`config.mk`:
```
export PLATFORM = sky130hd
export DESIGN_NAME = nco_phase_gen
export DESIGN_NICKNAME = d
export VERILOG_FILES = /design/src/rtl/nco_pkg.sv /design/src/rtl/nco_lfsr.sv /design/src/rtl/nco_phase_gen.sv
export SDC_FILE = /design/constraint.sdc
export NUM_CORES = 1
export LEC_CHECK = 0
export ABC_CLOCK_PERIOD_IN_PS = 11100
export CORE_MARGIN = 2
export CORE_UTILIZATION = 30
export DETAILED_ROUTE_END_ITERATION = 10
export PLACE_DENSITY_LB_ADDON = 0.12
export SYNTH_ARGS = -nofsm -noshare
export SYNTH_HDL_FRONTEND = slang
export SYNTH_SLANG_ARGS = --single-unit
export TNS_END_PERCENT = 10
```
`constraint.sdc`:
```
create_clock -name clk -period 11.1 [get_ports clk]
set_clock_uncertainty 0.1 [all_clocks]
set_input_delay 2.22 -clock clk [delete_from_list [all_inputs] [get_ports clk]]
set_output_delay 2.22 -clock clk [all_outputs]
set_load 0.01 [all_outputs]
```
`src/rtl/nco_pkg.sv`:
```
// Shared constants and helpers for the NCO phase generator slice.
// Latency: n/a (package only).
// Backpressure: n/a (package only).
package nco_pkg;

  // Default accumulator and output phase widths.
  localparam int unsigned NCO_ACC_W_DEF = 32;
  localparam int unsigned NCO_PH_W_DEF  = 12;

  // Dither LFSR: x^16+x^14+x^13+x^11+1 in right-shifting Galois form.
  localparam int unsigned LFSR_W    = 16;
  localparam logic [15:0] LFSR_POLY = 16'hB400;
  localparam logic [15:0] LFSR_SEED = 16'hACE1;

  // One Galois step: shift right, fold the polynomial back in when bit 0 falls out.
  function automatic logic [15:0] lfsr_next(input logic [15:0] s);
    logic [15:0] r;
    r = s >> 1;
    if (s[0]) begin
      r = r ^ LFSR_POLY;
    end
    return r;
  endfunction

  // Number of dither bits: the truncated low bits, never more than the LFSR provides.
  function automatic int unsigned dither_w(input int unsigned acc_w, input int unsigned ph_w);
    int unsigned d;
    d = acc_w - ph_w;
    if (d > LFSR_W) begin
      d = LFSR_W;
    end
    return d;
  endfunction

endpackage

```
`src/rtl/nco_lfsr.sv`:
```
// 16-bit Galois LFSR producing a pseudo-random dither word, advanced by en.
// Latency: new state visible one clock after each en.
// Backpressure: none; free-running on en, state held otherwise.
module nco_lfsr
  import nco_pkg::*;
(
  input  logic        clk,
  input  logic        rst_n,
  input  logic        en,
  output logic [15:0] lfsr_q
);

  // Advance one step per sample strobe; seed restored on reset.
  always_ff @(posedge clk or negedge rst_n) begin
    if (!rst_n) begin
      lfsr_q <= LFSR_SEED;
    end else if (en) begin
      lfsr_q <= lfsr_next(lfsr_q);
    end
  end

endmodule

```
`src/rtl/nco_phase_gen.sv`:
```
// NCO phase generator: accumulates a shadowed tuning word per en, adds an offset, emits PH_W phase.
// Latency: en in cycle N gives phase/phase_valid in N+1; new FTW steps from the en after the applying en.
// Backpressure: ftw_ready low while the shadow holds an unapplied word; offset always accepted.
// Optional spur-whitening dither on the truncated bits is built when NCO_DITHER_EN is defined.
module nco_phase_gen
  import nco_pkg::*;
#(
  parameter int unsigned ACC_W = NCO_ACC_W_DEF,
  parameter int unsigned PH_W  = NCO_PH_W_DEF
) (
  input  logic             clk,
  input  logic             rst_n,
  input  logic             en,
  input  logic             sync,
  input  logic [ACC_W-1:0] ftw_data,
  input  logic             ftw_valid,
  output logic             ftw_ready,
  input  logic [PH_W-1:0]  pofs_data,
  input  logic             pofs_valid,
  output logic [PH_W-1:0]  phase,
  output logic             phase_valid,
  output logic             ftw_applied
);

  // Catch illegal parameterisations at elaboration time.
  if (PH_W > ACC_W || PH_W == 0) begin : g_bad_ph_w
    $error("nco_phase_gen: PH_W must be in 1..ACC_W");
  end
  if (ACC_W < 16 || ACC_W > 48) begin : g_bad_acc_w
    $error("nco_phase_gen: ACC_W must be in 16..48");
  end

  logic [ACC_W-1:0] acc;
  logic [ACC_W-1:0] ftw_act;
  logic [ACC_W-1:0] ftw_shadow;
  logic             shadow_full;
  logic             sync_pend;
  logic [PH_W-1:0]  pofs;

  logic             ftw_xfer;
  logic             apply_now;
  logic             zero_acc;
  logic [ACC_W-1:0] acc_next;
  logic [ACC_W-1:0] acc_dith;
  logic [PH_W-1:0]  phase_trunc;

  // Shadow accepts a word only when empty, so capture and apply never coincide.
  assign ftw_ready = !shadow_full;
  assign ftw_xfer  = ftw_valid && !shadow_full;
  assign apply_now = en && shadow_full;

  // A sync arriving with en zeroes on that same en; otherwise it waits in sync_pend.
  assign zero_acc  = sync || sync_pend;
  assign acc_next  = zero_acc ? '0 : (acc + ftw_act);

`ifdef NCO_DITHER_EN
  localparam int unsigned DITH_W = dither_w(ACC_W, PH_W);

  logic [15:0] lfsr_q;

  nco_lfsr u_lfsr (
    .clk    (clk),
    .rst_n  (rst_n),
    .en     (en),
    .lfsr_q (lfsr_q)
  );

  // Dither only perturbs the value being truncated; the accumulator stays exact.
  if (DITH_W > 0) begin : g_dith
    logic [ACC_W-1:0] dith_ext;
    assign dith_ext = {{(ACC_W-DITH_W){1'b0}}, lfsr_q[DITH_W-1:0]};
    assign acc_dith = acc_next + dith_ext;
    if (DITH_W < 16) begin : g_lfsr_spare
      logic lfsr_spare;
      assign lfsr_spare = ^lfsr_q[15:DITH_W];
    end
  end else begin : g_nodith
    logic lfsr_spare;
    assign lfsr_spare = ^lfsr_q;
    assign acc_dith   = acc_next;
  end
`else
  assign acc_dith = acc_next;
`endif

  assign phase_trunc = acc_dith[ACC_W-1 -: PH_W];

  // Tuning-word shadow: capture on handshake, promote to active on the next en.
  always_ff @(posedge clk or negedge rst_n) begin
    if (!rst_n) begin
      ftw_shadow  <= '0;
      shadow_full <= 1'b0;
      ftw_act     <= '0;
      ftw_applied <= 1'b0;
    end else begin
      ftw_applied <= apply_now;
      if (apply_now) begin
        ftw_act     <= ftw_shadow;
        shadow_full <= 1'b0;
      end else if (ftw_xfer) begin
        ftw_shadow  <= ftw_data;
        shadow_full <= 1'b1;
      end
    end
  end

  // Phase accumulator with deferred sync; the applying en still steps with the old word.
  always_ff @(posedge clk or negedge rst_n) begin
    if (!rst_n) begin
      acc       <= '0;
      sync_pend <= 1'b0;
    end else if (en) begin
      acc       <= acc_next;
      sync_pend <= 1'b0;
    end else if (sync) begin
      sync_pend <= 1'b1;
    end
  end

  // Phase offset register, updated whenever offered.
  always_ff @(posedge clk or negedge rst_n) begin
    if (!rst_n) begin
      pofs <= '0;
    end else if (pofs_valid) begin
      pofs <= pofs_data;
    end
  end

  // Registered phase output: new word on each en, held with valid low otherwise.
  always_ff @(posedge clk or negedge rst_n) begin
    if (!rst_n) begin
      phase       <= '0;
      phase_valid <= 1'b0;
    end else begin
      phase_valid <= en;
      if (en) begin
        phase <= phase_trunc + pofs;
      end
    end
  end

endmodule

```
**Word-level counts from Yosys, hierarchy flattened**

Cells that the tools add are included.

- Register bits: 124

- Add/sub/neg operators: 2
- Mux-type cells: 5
- Bitwise operators: 1
- Reduce and logical (&&, ||, !) cells: 7

Operators by type and width:

| kind | number |
|---|---|
| 32-bit adder | 1 |
| 32-bit 2-to-1 mux | 1 |
| 12-bit adder | 1 |
| 1-bit 2-to-1 mux | 4 |
| 2-bit nonzero test | 2 |
| 1-bit logical AND | 2 |
| 2-bit AND reduction | 1 |
| 1-bit logical NOT | 1 |
| 1-bit logical OR | 1 |
| 1-bit inverter | 1 |

**Logic depth before layout (Yosys ltp)**

Gate-level depths: netlist of the first run.

- Depth after elaboration: 4
- Mapped depth: 20
- Depth with buffers taken out: 20

**Worst setup path after synthesis of the first run**

OpenSTA, ideal clock, no wires.

- Kind: input to register
- Start point: input sync
- End point: register phase[9]
- Library setup time: 125 ps
- Arrival time: 4655 ps
- Required time: 10875 ps
- Setup slack: 6220 ps
- Stages on the path: 12
- Buffers on the path: 1
- Path through: or2_2 > clkbuf_1 > nor2_1 > ha_1 > a21o_1 > a21o_1 > a2111oi_0 > nor3_1 > a41oi_1 > nor2b_1 > xnor2_1 > mux2_2

- Cells in the longest elaborated chain, start to end: 3

RTL lines:

| what | line | source |
|---|---|---|
| from (decl) | nco_phase_gen.sv:14 | `input logic sync,` |
| 1-bit logical OR | nco_phase_gen.sv:53 | `assign zero_acc = sync \|\| sync_pend;` |
| 32-bit 2-to-1 mux | nco_phase_gen.sv:54 | `assign acc_next = zero_acc ? '0 : (acc + ftw_act);` |
| named net acc_dith[21] | nco_phase_gen.sv:44 | `logic [ACC_W-1:0] acc_dith;` |
| 12-bit adder | nco_phase_gen.sv:137 | `phase <= phase_trunc + pofs;` |
| to (signal assigned) | nco_phase_gen.sv:137 |  |
| to (decl) | nco_phase_gen.sv:20 | `output logic [PH_W-1:0] phase,` |

The timed path passes the listed nets, and every way through them passes these cells.
A chain may end at the register's enable or synchronous reset.

**Final worst setup path of the first run**

Same ends and word-level chain as after synthesis.

==> results.yml, run 1 <==
cts:
  cts_made_buffers: 17
  cts-root-buf: "clkbuf_16"
  cts_sinks: 124
  clkTransAtPathRegs_ns: 0.06
  cts_tree: "built"
  cts_setup_buffers: 0
  insertion_delay_ns: 0.41
  ctsResizeCount: 0
  cts_hold_buf: 0
  clock_path_buffers: 2
  htree_num_levels: 4
sta:
  fmax_mhz: 190
  min_period_ns: 5.27
  finalCritPeriodShare: 0.475
  setup_viol: 0
  hold_violations: 0
  tightest_slew_ns: 1.16
  drv_slew: 0
  relSlewSlack: 0.228
  rsz0062_at_grt: "false"
  fin_setup_tns_ns: 0
critical_path:
  cp-start-kind: "input port"
  cp-startpoint: "sync"
  cp.required_ns: 11.30
  crit_path_max_fanout: 16
  critPathBufInv: 1
  crit_path_cell_trace: "clkdlybuf4s50_1, or2_2, nor2_1, ha_1, a21o_1, a21o_1, a2111oi_0, nor3_1, a41oi_1, nor2b_1, xnor2_1, mux2_2"
  slowest_delay_ns: 0.46
  crit_path_end_kind: "flip-flop"
  cp_data_arrival_time_ns: 5.47
  worst_path_dominant_cell_family: "simple AND/OR/NAND/NOR gates"
  r2r_start: "acc[0]$_DFFE_PN0P_"
  slowest_stage: "or2_2"
  path_class: "in -> reg"
  cp_common_cell: "a21o_1"
global_routing:
  grt_pass1_vias: 4630
  grt_pass1_wl_mm: 23.4
  grt_max_degree: 80
  antenna_found_initial: 0
  grtUsageTotal: 0.131
  grt_overflow_total: 0
min_path:
  hold_path_class: "reg -> reg"
  min_from: "acc[19]$_DFFE_PN0P_"
drt:
  routed_wl_mm: 13.9
  drc_errors: 0
  avgViaCountPerCell: 4.85
  drt_iter0_drc: 179
  dr.pass1.iters: 5
  dr_total_vias: 4351
  ant_nets: 0
  wl_per_cell_um: 15.4
yosys:
  synthArstFlopShare: 1.00
  synthCells: 541
  syn_avg_cell_area_um2: 12.1
  ys_ff_latch: 124
  syn_nets: 635
  synth.yosys.warnings: 0
  yosysTopAreaCell: "dfrtp_1"
  synth-edff-count: 0
  yosysSeqAreaShare: 0.475
  yosysUniqueCellTypes: 53
  synth.top_cell.area_share: 0.475
  synthFlopType: "dfrtp_1"
  synth.area.top_cells: "dfrtp_1 (48%), mux2_2 (16%), ha_1 (8.0%)"
  synth_area_um2: 6530
final_layout:
  area_growth_syn_to_layout_pct: 23.8
  nets: 704
  drive_gt1_frac: 0.225
  final_common_cell: "dfrtp_1"
  final_core_util: 0.381
  diodes: 0
  nFillCells: 2059
  final_cell_mix: "dfrtp_1 (124), mux2_2 (91), clkdlybuf4s50_1 (63)"
floorplan:
  initial_core_util: 0.308
  die_w_um: 152
  fp.dieH_um: 152
  dieArea_um2: 23000
  core_um2: 21200
  rows: 53
  ioPinCount: 65
power:
  power_density_nw_per_um2: 289
  ir_worst_vdd_mv: 0.0905
  power_leakage_nw: 3.61
placed_design:
  numPortBuffers: 64
  place_congestion: 0.797
  dp_hpwl_mm: 9.53
flow_run:
  maxCapViolCount: 0
outcome:
  status: "complete, no violations"
## path summary, 6_finish.rpt
check / to / slack [ns] / cells past startpoint
setup / recovery: phase[9]$_DFFE_PN0P_ / 5.83 / 12
hold / removal: acc[19]$_DFFE_PN0P_ / 0.39 / 1
setup reg to reg: phase[10]$_DFFE_PN0P_ / 5.98 / 20
hold reg to reg: acc[19]$_DFFE_PN0P_ / 0.39 / 1
max in group asynchronous: ftw_act[16]$_DFFE_PN0P_ / 7.76 / 2
min in group asynchronous: pofs[9]$_DFFE_PN0P_ / 1.70 / 1
## cell type report
class	count	area [µm²]	share of cell area
Clock buffer	21	470	0.0582
Timing Repair Buffer	68	668	0.0827
Tap cell	275	344	0.0426
Sequential cell	124	3100	0.384
Clock inverter	11	141	0.0175
Inverter	12	45.0	0.00557
Multi-Input combinational cell	387	3310	0.410
## kinds of logic (layout without fill, tap and decap cells)
kind of cell / after synthesis / after routing / synth area share
AOI/OAI and AO/OA: 133 / 133 / 0.151
DFF: 124 / 124 / 0.475
muxes: 93 / 93 / 0.161
and+or+nand+nor: 81 / 81 / 0.0598
adders and majority gates: 44 / 44 / 0.0866
xor gates and xnor gates: 36 / 36 / 0.0483
buffers and inverters: 30 / 112 / 0.0184
## layer usage
metal  global-route usage  vias up  wire (µm)
li1                     -     2144          -
met4               0.0500        0        166
met1                0.179     2136       7010
met5                    0        -          0
met2                0.205       61       6300
met3               0.0284       10        394
## flip-flops by register name, indices dropped and copies added (netlist names)
| name | flops |
|---|---|
| phase | 12 |
| ftw_applied | 1 |
| ftw_act | 32 |
| ftw_shadow | 32 |
| pofs | 12 |
| phase_valid | 1 |
| sync_pend | 1 |
| acc | 32 |
| shadow_full | 1 |
## cell usage after synthesis, types with 2 or more instances
| cell type | instances |
|---|---|
| a211oi_1 | 2 |
| a21o_1 | 30 |
| a21oi_1 | 31 |
| a31oi_1 | 4 |
| buf_1 | 6 |
| clkbuf_1 | 11 |
| dfrtp_1 | 124 |
| fa_1 | 2 |
| ha_1 | 42 |
| inv_1 | 12 |
| mux2_2 | 91 |
| nand2_1 | 20 |
| nand2b_1 | 3 |
| nand3_1 | 7 |
| nand3b_1 | 3 |
| nand4_1 | 4 |
| nor2_1 | 26 |
| nor2b_1 | 3 |
| nor3_1 | 5 |
| o211ai_1 | 5 |
| o21a_1 | 3 |
| o21ai_0 | 7 |
| o21ai_1 | 4 |
| o21bai_1 | 4 |
| o2bb2ai_1 | 23 |
| o311a_1 | 2 |
| o31ai_1 | 4 |
| or2_2 | 3 |
| or3_1 | 2 |
| xnor2_1 | 21 |
| xor2_1 | 15 |
## where the power goes
| group | switching (mW) | internal (mW) |
|---|---|---|
| Clock | 0.201 | 0.370 |
| Combinational | 0.538 | 0.519 |
| Sequential | 0.0976 | 0.609 |
| Total | 0.836 | 1.50 |
## per-stage QoR
stage | hold WS, ns | worst slack [ns] | cells | power (mW) | instance area, µm²
floorplan | 0.358 | 6.22 | 541 | 1.51 | 6530
global placement | 0.375 | 5.50 | 866 | 1.76 | 7470
detailed placement | 0.384 | 5.43 | 866 | 1.78 | 7470
CTS | 0.399 | 5.88 | 898 | 2.37 | 8080
global route | 0.409 | 5.55 | 898 | 2.52 | 8080
finish | 0.389 | 5.83 | 898 | 2.33 | 8080
Power figures use the tool's default switching activity.
==> run 2, diff against run 1 <==
Settings changed: ABC_CLOCK_PERIOD_IN_PS 11100 to 4300.
Clock period 11.1 ns to 4.3 ns, I/O delays scaled along.
==> run 2 against run 1 <==
Compared with the run above: sequential power rose to 2.6 times the previous value; die area did not move; critical path depth rose by 8; hold slack improved by 0.0018 ns; sequential share of layout area fell by 0.93 points; final cell count rose by 2.8%; setup slack got worse by 5.8 ns; critical endpoint is now phase[10]$_DFFE_PN0P_; largest cell class unchanged; highest routed layer unchanged.
==> results.yml, run 2 (synthesis results as in run 1) <==
outcome:
  status: "complete, no violations"
placed_design:
  postPlaceCellArea_um2: 7690
  numPortBuffers: 64
  placed_cells: 891
  dp_hpwl_mm: 10.0
  place_congestion: 0.788
final_layout:
  final_cell_mix: "dfrtp_1 (124), mux2_2 (91), clkdlybuf4s50_1 (63)"
  final_common_cell: "dfrtp_1"
  diodes: 0
  finalInstanceArea_um2: 8280
  area_growth_syn_to_layout_pct: 26.8
  finalNonFillerCells: 923
  largestRegisters: "acc (32), ftw_act (32), ftw_shadow (32)"
  nets: 729
  drive_gt1_frac: 0.267
power:
  switchingPower_mw: 2.22
  ir_worst_vdd_mv: 0.238
  power.internal_mw: 3.96
  power.share.sequential: 0.294
  power.total_mw: 6.19
  p_clk_frac: 0.228
  power_leakage_nw: 3.71
  power_density_nw_per_um2: 747
  p_comb_frac: 0.478
  sw_frac_of_total: 0.359
sta:
  min_period_ns: 4.26
  relSlewSlack: 0.265
  fin_setup_tns_ns: 0
  setup_viol: 0
  hold_ws_ns: 0.391
  rsz0062_at_grt: "true"
  finalCritPeriodShare: 0.991
  hold_violations: 0
  tightest_slew_ns: 1.10
  fmax_mhz: 235
  drv_slew: 0
global_routing:
  grt_overflow_total: 0
  grt_max_degree: 65
  grt_pass1_vias: 4777
  grtUsageTotal: 0.136
  grt_pass1_wl_mm: 24.0
  antenna_found_initial: 0
floorplan:
  ioPinCount: 65
  dieArea_um2: 23000
  rows: 53
  fp.dieH_um: 152
  die_w_um: 152
  initial_core_util: 0.308
  core_um2: 21200
cts:
  cts_tree: "built"
  clkTransAtPathRegs_ns: 0.06
  htree_num_levels: 4
  cts_sinks: 124
  cts-root-buf: "clkbuf_16"
  clock_path_buffers: 2
  insertion_delay_ns: 0.42
  cts_setup_buffers: 0
  cts_made_buffers: 17
drt:
  drc_errors: 0
  avgViaCountPerCell: 4.85
  drt_iter0_drc: 168
  routed_wl_mm: 14.3
  wl_per_cell_um: 15.5
  ant_nets: 0
  dr_total_vias: 4475
  dr.pass1.iters: 4
critical_path:
  crit_path_cell_trace: "ha_2, fa_2, a21o_1, a21oi_2, o211ai_1, a21oi_2, o21bai_1, nor3b_1, o311a_1, ha_2, fa_2, a21o_1, a21oi_2, o21bai_1, a21oi_2, o21bai_1, a21o_1, a21oi_2, mux2i_1, a211o_1"
  crit_path_max_fanout: 2
  crit_path_end_kind: "flip-flop"
  slowest_delay_ns: 0.38
  path_class: "reg -> reg"
  cp-start-kind: "flip-flop"
  cp_common_cell: "a21oi_2"
  cp.required_ns: 4.51
  cp_data_arrival_time_ns: 4.47
  r2r_start: "acc[0]$_DFFE_PN0P_"
  cp-startpoint: "acc[0]$_DFFE_PN0P_"
  slowest_stage: "dfrtp_1"
min_path:
  hold_path_class: "reg -> reg"
  min_from: "acc[6]$_DFFE_PN0P_"
flow_run:
  maxCapViolCount: 0
## run 2: routing by layer
layer | track usage | share of wire | vias to the layer above
li1 | - | - | 2193
met1 | 0.179 | 0.49 | 2211
met2 | 0.216 | 0.46 | 55
met3 | 0.0344 | 0.029 | 16
met4 | 0.0519 | 0.016 | 0
met5 | 0 | 0 | -
## run 2: metrics by stage
stage / setup WS, ns / util
after floorplan: 0.0144 / -
after global placement: -0.0835 / 0.363
after detailed placement: -0.165 / 0.363
after CTS: -0.00999 / 0.390
after global routing: -0.283 / 0.390
final: 0.0379 / 0.390
## run 2: layout make-up
cell class	count	area, µm²
well taps	275	344
clock inverters	11	119
clock buffers	21	460
inverters	12	45.0
repair buffers	93	868
fillers	2087	12900
flip-flops and latches	124	3100
multi-input cells	387	3340
## run 2: power by group through the flow
stage	Combinational (mW)	Sequential, mW	Clock [mW]
floorplan	2.14	1.78	0
global placement	2.91	1.84	0
detailed placement	2.95	1.85	0
CTS	2.98	1.83	1.46
global route	3.30	1.88	1.52
finish	2.95	1.82	1.41
## run 2: worst max-delay path: cells and delay by family (launching register included)
family                   cells  cell delay, ns
AND/OR/NAND/NOR              1            0.15
adder cells (fa/ha/maj)      4            1.09
flip-flops                   1            0.38
AO/OA/AOI/OAI               14            2.36
multiplexers                 1            0.09
## run 2: what timing repair did
item	4_1_cts	5_1_grt
endpoints found under the hold margin	0	0
pin swaps	7	0
resized for setup	2	1
endpoints found under the setup margin	4	5
hold buffers	0	0
## run 2: worst paths after layout
path	to	slack, ns	depth (start not counted)
min reg2reg	acc[6]$_DFFE_PN0P_	0.39	1
min	acc[6]$_DFFE_PN0P_	0.39	1
max in group asynchronous	ftw_shadow[19]$_DFFE_PN0P_	2.86	2
max	phase[10]$_DFFE_PN0P_	0.04	20
min in group asynchronous	ftw_shadow[29]$_DFFE_PN0P_	0.42	1
max reg2reg	phase[10]$_DFFE_PN0P_	0.04	20
==> run 3, diff against run 2 <==
Settings changed: CORE_UTILIZATION 30 to 50.
==> run 3 against run 2 <==
Compared with the run above: fmax decreased by 0.81%; hold slack improved by 0.0031 ns; final cell count decreased by 12%; design area decreased by 1.7%; highest routed layer unchanged; routed wire length decreased by 7.9%; register-to-register slack got worse by 0.03 ns; clock-buffer cell count increased by 1; via count decreased by 0.40%; setup slack got worse by 0.035 ns; core utilization increased by 25 points; total power increased by 0.12%.
==> results.yml, run 3 (synthesis results as in run 1) <==
floorplan:
  die_w_um: 118
  core_um2: 12700
  initial_core_util: 0.515
  rows: 41
  dieArea_um2: 14000
  fp.dieH_um: 118
  ioPinCount: 65
power:
  power.total_mw: 6.19
  power.internal_mw: 3.99
  sw_frac_of_total: 0.355
  power_leakage_nw: 3.69
  p_comb_frac: 0.475
  power_density_nw_per_um2: 761
  switchingPower_mw: 2.20
  power.share.sequential: 0.294
  ir_worst_vdd_mv: 0.358
  p_clk_frac: 0.231
critical_path:
  r2r_end: "phase[10]$_DFFE_PN0P_"
  endpoint: "phase[10]$_DFFE_PN0P_"
  cp.required_ns: 4.50
  cp-start-kind: "flip-flop"
  cp-startpoint: "acc[0]$_DFFE_PN0P_"
  regToRegSetupSlack_ns: 0.003
  cp_data_arrival_time_ns: 4.49
  path_class: "reg -> reg"
  crit_path_max_fanout: 2
  crit_path_end_kind: "flip-flop"
  worst_r2r_path_depth: 20
  r2r_start: "acc[0]$_DFFE_PN0P_"
final_layout:
  drive_gt1_frac: 0.265
  largestRegisters: "acc (32), ftw_act (32), ftw_shadow (32)"
  area_growth_syn_to_layout_pct: 24.7
  diodes: 0
  final_cell_mix: "dfrtp_1 (124), mux2_2 (91), clkdlybuf4s50_1 (63)"
  nets: 724
  final_common_cell: "dfrtp_1"
drt:
  wl_per_cell_um: 16.1
  dr_total_vias: 4457
  routed_wl_mm: 13.1
  dr.pass1.iters: 4
  drc_errors: 0
  ant_nets: 0
  avgViaCountPerCell: 5.48
  drt_iter0_drc: 242
cts:
  clock_path_buffers: 2
  cts_sinks: 124
  insertion_delay_ns: 0.42
  clkTransAtPathRegs_ns: 0.05
  cts_made_buffers: 17
  htree_num_levels: 4
  cts_hold_buf: 0
  cts-root-buf: "clkbuf_16"
  cts_tree: "built"
min_path:
  hold_path_class: "reg -> reg"
global_routing:
  grt_pass1_vias: 4822
  grt_max_degree: 125
  grt_overflow_total: 0
  antenna_found_initial: 0
  grtUsageTotal: 0.205
  grt_pass1_wl_mm: 23.1
sta:
  hold_ws_ns: 0.394
  fin_setup_tns_ns: 0
  fmax_mhz: 233
  rsz0062_at_grt: "true"
  setup_ws_ns: 0.00310
  tightest_slew_ns: 1.07
  finalCritPeriodShare: 0.999
  hold_violations: 0
  drv_slew: 0
  setup_viol: 0
  min_period_ns: 4.30
  relSlewSlack: 0.288
outcome:
  status: "complete, no violations"
placed_design:
  place_congestion: 0.859
  dp_hpwl_mm: 9.08
  pre_cts_ws_ns: -0.177
  numPortBuffers: 64
flow_run:
  maxCapViolCount: 0
[run 3: cell count changes in the layout (fill, tap and decap cells not counted), sizes merged]
| cell | before | now |
|---|---|---|
| clkinv | 8 | 2 |
| buf | 30 | 25 |
| clkinvlp | 1 | 4 |
| clkbuf | 21 | 22 |
| inv | 12 | 13 |
[run 3: critical path, cell delays in order, from the launching register on]
cell,delay (ns)
dfrtp_1,0.39
ha_2,0.20
fa_2,0.35
a21o_1,0.19
a21oi_2,0.13
o211ai_1,0.15
a21oi_2,0.21
o21bai_1,0.10
nor3b_1,0.14
o311a_1,0.33
ha_2,0.20
fa_2,0.35
a21o_1,0.17
a21oi_2,0.14
o21bai_1,0.10
a21oi_2,0.16
o21bai_1,0.07
a21o_1,0.21
a21oi_2,0.15
mux2i_1,0.08
a211o_1,0.26
[run 3: worst min path at each step]
stage,from,end,slack [ns],cells after the start
floorplan,acc[18]$_DFFE_PN0P_,acc[18]$_DFFE_PN0P_,0.36,2
global placement,acc[30]$_DFFE_PN0P_,acc[30]$_DFFE_PN0P_,0.38,2
detailed placement,acc[3]$_DFFE_PN0P_,acc[3]$_DFFE_PN0P_,0.38,1
CTS,acc[25]$_DFFE_PN0P_,acc[25]$_DFFE_PN0P_,0.39,2
global route,acc[28]$_DFFE_PN0P_,acc[28]$_DFFE_PN0P_,0.41,1
finish,acc[25]$_DFFE_PN0P_,acc[25]$_DFFE_PN0P_,0.39,2
[run 3: layout make-up]
type                       count  area, µm²
timing repair buffer          88        831
tap                          172        215
inverter                      12       45.0
clock inverter                 9        109
multi-input combinational    387       3340
clock buffer                  22        494
sequential                   124       3100
fill                        1014       4530
[run 3: timing repair]
action	in CTS	in global routing
buffers inserted	1	1
gates resized for setup	3	1
endpoints found under the hold margin	0	0
pin swaps	4	4
endpoints found under the setup margin	3	4
[run 3: stage by stage]
step,std cells,instance area (µm²),utilization
floorplan,541,6550,-
global placement,781,7510,0.593
detailed placement,781,7510,0.593
CTS,813,8130,0.642
global route,814,8140,0.643
finish,814,8140,0.643
[run 3: metal layers]
layer	part of all wire	wire [µm]	track usage
met5	0	0	0
met2	0.48	6280	0.324
met3	0.029	386	0.0458
met4	0.019	253	0.0889
met1	0.47	6210	0.272
[run 3: power groups by stage]
stage / combinational (mW) / sequential, mW / clock [mW]
2_1_floorplan: 2.14 / 1.78 / 0
3_3_place_gp: 2.79 / 1.82 / 0
3_5_place_dp: 2.88 / 1.84 / 0
4_1_cts: 2.93 / 1.83 / 1.47
5_1_grt: 3.26 / 1.88 / 1.52
6_report: 2.94 / 1.82 / 1.43
